==> config.mk <==
export PLATFORM = sky130hd
export DESIGN_NAME = nav_ctrl
export DESIGN_NICKNAME = d
export VERILOG_FILES = /design/src/rtl/nav_ctrl.sv
export SDC_FILE = /design/constraint.sdc
export NUM_CORES = 1
export LEC_CHECK = 0
export CAP_MARGIN = 20
export CORE_ASPECT_RATIO = 0.5
export CORE_MARGIN = 8
export CORE_UTILIZATION = 30
export CTS_CLUSTER_DIAMETER = 80
export DETAILED_ROUTE_END_ITERATION = 10
export GPL_ROUTABILITY_DRIVEN = 0
export PLACE_DENSITY = 0.61
export SLEW_MARGIN = 20
export SYNTH_ARGS = -nofsm -noshare
export SYNTH_HDL_FRONTEND = slang
export SYNTH_SLANG_ARGS = --single-unit
==> constraint.sdc <==
create_clock -name clk -period 4.3 [get_ports clk]
set_input_delay 0.86 -clock clk [delete_from_list [all_inputs] [get_ports clk]]
set_output_delay 0.86 -clock clk [all_outputs]
set_load 0.02 [all_outputs]
==> src/rtl/nav_ctrl.sv <==
// Navigation sequencer feeding the heading PID: in-place turns and forward moves with a trapezoidal speed ramp.
// Optional heading watchdog is enabled by defining NAV_HDNG_TIMEOUT_EN.
module nav_ctrl #(
  parameter logic [10:0] MAX_FRWRD = 11'h2A0,
  parameter logic [5:0]  ACC_INC   = 6'h18,
  parameter logic [6:0]  DEC_INC   = 7'h30,
  parameter logic [7:0]  FAST_DEC  = 8'h60
`ifdef NAV_HDNG_TIMEOUT_EN
  ,
  parameter int unsigned TO_W      = 20
`endif
) (
  input  logic        clk,
  input  logic        rst,
  input  logic        strt_hdng,
  input  logic        strt_mv,
  input  logic        stp_lft,
  input  logic        stp_rght,
  input  logic        hdng_vld,
  input  logic        at_hdng,
  input  logic        lft_opn,
  input  logic        rght_opn,
  input  logic        frwrd_opn,
  output logic        moving,
  output logic [10:0] frwrd_spd,
  output logic        en_fusion,
  output logic        mv_cmplt,
  output logic        hdng_to
);

  typedef enum logic [1:0] {
    IDLE    = 2'd0,
    HDNG    = 2'd1,
    RAMP_UP = 2'd2,
    DECEL   = 2'd3
  } state_t;

  state_t      state_q, state_d;
  logic [10:0] spd_q, spd_d;
  logic [7:0]  step_q, step_d;
  logic        moving_q, moving_d;
  logic        cmplt_q, cmplt_d;
  logic        lft_q, lft_d;
  logic        rght_q, rght_d;
  logic        lft_rise_s;
  logic        rght_rise_s;

  // 12-bit add clamped to the speed ceiling
  function automatic logic [10:0] sat_add(input logic [10:0] spd, input logic [5:0] inc);
    logic [11:0] sum;
    sum = {1'b0, spd} + {6'b000000, inc};
    if (sum > {1'b0, MAX_FRWRD}) begin
      sat_add = MAX_FRWRD;
    end else begin
      sat_add = sum[10:0];
    end
  endfunction

  // 12-bit subtract clamped to zero
  function automatic logic [10:0] sat_sub(input logic [10:0] spd, input logic [7:0] dec);
    logic [11:0] diff;
    if ({1'b0, spd} < {4'b0000, dec}) begin
      sat_sub = 11'h000;
    end else begin
      diff    = {1'b0, spd} - {4'b0000, dec};
      sat_sub = diff[10:0];
    end
  endfunction

  assign lft_rise_s  = lft_opn & ~lft_q;
  assign rght_rise_s = rght_opn & ~rght_q;

`ifdef NAV_HDNG_TIMEOUT_EN
  logic [TO_W-1:0] to_cnt_q, to_cnt_d;
  logic            hdng_to_q, hdng_to_d;
`endif

  // Next-state, speed profile and completion logic
  always_comb begin
    state_d = state_q;
    spd_d   = spd_q;
    step_d  = step_q;
    lft_d   = lft_q;
    rght_d  = rght_q;
    cmplt_d = 1'b0;
`ifdef NAV_HDNG_TIMEOUT_EN
    to_cnt_d  = to_cnt_q;
    hdng_to_d = hdng_to_q;
`endif
    case (state_q)
      IDLE: begin
        spd_d = 11'h000;
        if (strt_hdng) begin
          state_d = HDNG;
`ifdef NAV_HDNG_TIMEOUT_EN
          to_cnt_d  = '0;
          hdng_to_d = 1'b0;
`endif
        end else if (strt_mv) begin
          lft_d  = lft_opn;
          rght_d = rght_opn;
          // Blocked at start: skip the ramp and finish from zero speed
          if (!frwrd_opn) begin
            state_d = DECEL;
            step_d  = FAST_DEC;
          end else begin
            state_d = RAMP_UP;
            step_d  = {1'b0, DEC_INC};
          end
        end else begin
          state_d = IDLE;
        end
      end
      HDNG: begin
        spd_d = 11'h000;
        if (at_hdng) begin
          state_d = IDLE;
          cmplt_d = 1'b1;
        end
`ifdef NAV_HDNG_TIMEOUT_EN
        else if (to_cnt_q == {TO_W{1'b1}}) begin
          state_d   = IDLE;
          cmplt_d   = 1'b1;
          hdng_to_d = 1'b1;
        end else begin
          to_cnt_d = to_cnt_q + {{(TO_W-1){1'b0}}, 1'b1};
        end
`else
        else begin
          state_d = HDNG;
        end
`endif
      end
      RAMP_UP: begin
        lft_d  = lft_opn;
        rght_d = rght_opn;
        if (!frwrd_opn) begin
          state_d = DECEL;
          step_d  = FAST_DEC;
        end else if (stp_lft && lft_rise_s) begin
          state_d = DECEL;
          step_d  = {1'b0, DEC_INC};
        end else if (stp_rght && rght_rise_s) begin
          state_d = DECEL;
          step_d  = {1'b0, DEC_INC};
        end else if (hdng_vld) begin
          spd_d = sat_add(spd_q, ACC_INC);
        end else begin
          spd_d = spd_q;
        end
      end
      DECEL: begin
        // Step only ever upgrades to the emergency rate
        if (!frwrd_opn) begin
          step_d = FAST_DEC;
        end else begin
          step_d = step_q;
        end
        if (spd_q == 11'h000) begin
          state_d = IDLE;
          cmplt_d = 1'b1;
        end else if (hdng_vld) begin
          spd_d = sat_sub(spd_q, step_q);
        end else begin
          spd_d = spd_q;
        end
      end
      default: begin
        state_d = IDLE;
        spd_d   = 11'h000;
      end
    endcase
    moving_d = (state_d != IDLE);
  end

  // State and output registers
  always_ff @(posedge clk) begin
    if (rst) begin
      state_q  <= IDLE;
      spd_q    <= 11'h000;
      step_q   <= 8'h00;
      moving_q <= 1'b0;
      cmplt_q  <= 1'b0;
      lft_q    <= 1'b0;
      rght_q   <= 1'b0;
    end else begin
      state_q  <= state_d;
      spd_q    <= spd_d;
      step_q   <= step_d;
      moving_q <= moving_d;
      cmplt_q  <= cmplt_d;
      lft_q    <= lft_d;
      rght_q   <= rght_d;
    end
  end

`ifdef NAV_HDNG_TIMEOUT_EN
  // Heading watchdog counter and sticky timeout flag
  always_ff @(posedge clk) begin
    if (rst) begin
      to_cnt_q  <= '0;
      hdng_to_q <= 1'b0;
    end else begin
      to_cnt_q  <= to_cnt_d;
      hdng_to_q <= hdng_to_d;
    end
  end

  assign hdng_to = hdng_to_q;
`else
  assign hdng_to = 1'b0;
`endif

  assign moving    = moving_q;
  assign frwrd_spd = spd_q;
  assign mv_cmplt  = cmplt_q;
  assign en_fusion = (spd_q > (MAX_FRWRD >> 1));

endmodule
==> flow_metrics.tcl <==
set metrics [dict create \
    slowest_delay_ns 0.59 \
    synth_most_common_cell "dfxtp_1" \
    nets 217 \
    globalRouteOverflowTotal 0 \
    crit_fanout 9 \
    avgViaCountPerCell 5.40 \
    antenna_cells 0 \
    routed_wl_mm 3.99 \
    synthTopCellsByArea "dfxtp_1 23%, a31oi_1 5.2%, ha_1 4.3%" \
    die_area_um2 7450 \
    setup_viol 0 \
    antenna_found_initial 0 \
    synth_common_cells "17 x dfxtp_1, 16 x nand2_1, 13 x inv_1" \
    first_iter_violations 161 \
    cts_resized 0 \
    relSlewSlack 0.558 \
    synth_cell_types 58 \
    synthCells 186 \
    async_flop_share 0 \
    slew_viol_final 0 \
    post-cts-setup-buffers 0 \
    crit_slowest_cell "clkdlybuf4s50_1" \
    cts_tree "built" \
    drive_gt1_frac 0.0603 \
    crit_path_end_kind "primary output" \
    nFillCells 492 \
    critPathRequiredTime_ns 3.44 \
    dr.pass1.iters 6 \
    period_share 0.699 \
    layoutNonFillerInstCount 269 \
    synth_seq_cells 17 \
    r2r-start "frwrd_spd[5]" \
    min_period_ns 3.01 \
    yosysWarnings 0 \
    grt_first_pass_wirelength_mm 6.62 \
    ios 26 \
    hold_viol 0 \
    crit_path_start "frwrd_spd[3]" \
    min_path_type "reg -> reg" \
    crit_chain "inv_1, ha_1, o21ai_0, a21o_1, a211o_1, clkdlybuf4s50_1" \
    fin_skew_ns 0.000690 \
    wl_per_cell_um 14.8 \
    crit_arrival_ns 2.15 \
    numPortBuffers 21 \
    status "completed" \
    die-width_um 114 \
    max_freq_mhz 333 \
    ctsHtreeMaxLevel 1 \
    clock_latency_ns 0.26 \
    remaining_drc_errors 0 \
    initial_core_util 0.303 \
    clk_path_buf_depth 2 \
    root_buffer "clkbuf_8" \
    path_class "reg -> out" \
    synth_flop_cell "dfxtp_1" \
    synth-edff-count 0 \
    syn-cell-area_um2 1450 \
    grt_max_degree 15 \
    cellLeakagePower_uw 0.000604 \
    core-area_um2 4800 \
    cp-start-kind "register" \
    grt.total_usage 0.107 \
    clk_pin_slew_worst_paths_ns 0.07 \
    cts.sinks 17 \
    drtAntennaViolNets 0 \
    p_per_area_nw_per_um2 227 \
    ctsHoldBuffers 0 \
    worstMarginPinSlew_ns 0.656 \
    rsz0062_at_grt "false" \
    grt_pass1_vias 1403 \
    ys_seq_area_frac 0.234 \
    vdd_drop_max_v 0.000118 \
    row_count 18 \
    yosysTopAreaCellShare 0.234 \
    area_growth_pct 17.8 \
    die_h_um 65.2 \
    numCtsBuffers 3 \
    max_cap_violations 0 \
    via_count 1452 \
    dp_hpwl_mm 3.04 \
    setup_tns_ns 0 \
    placedCellCount 265 \
    syn_avg_cell_area_um2 7.80 \
    min_from "step_q[4]" \
    synth_top_cell_by_area "dfxtp_1" \
]
metrics by stage:
stage | instance area, um^2 | setup WS [ns] | utilization | hold slack [ns] | total power (uW)
finish | 1710 | 1.29 | 0.357 | 0.471 | 389
global route | 1710 | 1.13 | 0.357 | 0.507 | 408
CTS | 1710 | 1.27 | 0.357 | 0.475 | 391
detailed placement | 1670 | 1.55 | 0.347 | 0.465 | 268
global placement | 1670 | 1.56 | 0.347 | 0.454 | 264
floorplan | 1460 | 2.09 | - | 0.440 | 240
worst paths after layout:
| check | endpoint | slack (ns) | depth (start not counted) |
|---|---|---|---|
| max reg2reg | frwrd_spd[6] | 1.78 | 6 |
| max | en_fusion | 1.29 | 6 |
| min reg2reg | step_q[4] | 0.47 | 2 |
| min | step_q[4] | 0.47 | 2 |
metal layers:
metal  vias to the layer above  share of wire  global-route usage
met5                         -              0                   0
met3                         6          0.066              0.0265
met1                       678           0.46               0.129
met4                         0          0.010              0.0279
li1                        710              -                   -
met2                        58           0.47               0.188
area by class of cell:
| type | instances | area, um^2 | area share |
|---|---|---|---|
| repair buffers | 21 | 210 | 0.123 |
| inverters | 13 | 48.8 | 0.0285 |
| multi-input cells | 144 | 978 | 0.572 |
| flip-flops and latches | 17 | 340 | 0.199 |
| well taps | 70 | 87.6 | 0.0512 |
| clock buffers | 4 | 45.0 | 0.0263 |
worst max-delay path: cells and delay by family (launching register included):
family | cells | cell delay (ns)
AOI/OAI and AO/OA | 3 | 0.40
adders and majority gates | 1 | 0.21
buffers and inverters | 2 | 0.71
DFF | 1 | 0.57
sequential cells by signal (all words and copies together) (netlist names):
signal     flops
frwrd_spd      8
step_q         3
state_q        2
lft_q          1
moving         1
mv_cmplt       1
rght_q         1
power breakdown:
group / switching [uW] / leakage (uW) / internal (uW)
combinational: 52.6 / 0.000442 / 39.0
clock: 56.7 / 0.0000228 / 65.9
sequential: 8.63 / 0.000139 / 166
cells by family after synthesis:
family	synth area share
AOI/OAI and AO/OA	0.305
xor gates and xnor gates	0.0362
adders and majority gates	0.0569
buffers and inverters	0.0991
DFF	0.234
muxes	0.0207
other	0.00258
and+or+nand+nor	0.245
cells in the final DEF, fill, tap and decap left out, drive strengths merged, types with 4 or more instances in the layout:
master / instances
o21ai: 5
nor3: 4
clkbuf: 4
conb: 4
ha: 5
nand2: 16
a21o: 4
a21oi: 10
nand3: 8
nor2b: 5
clkdlybuf4s50: 21
dfxtp: 17
a31oi: 12
nor2: 12
inv: 13
Power figures use the tool's default switching activity.
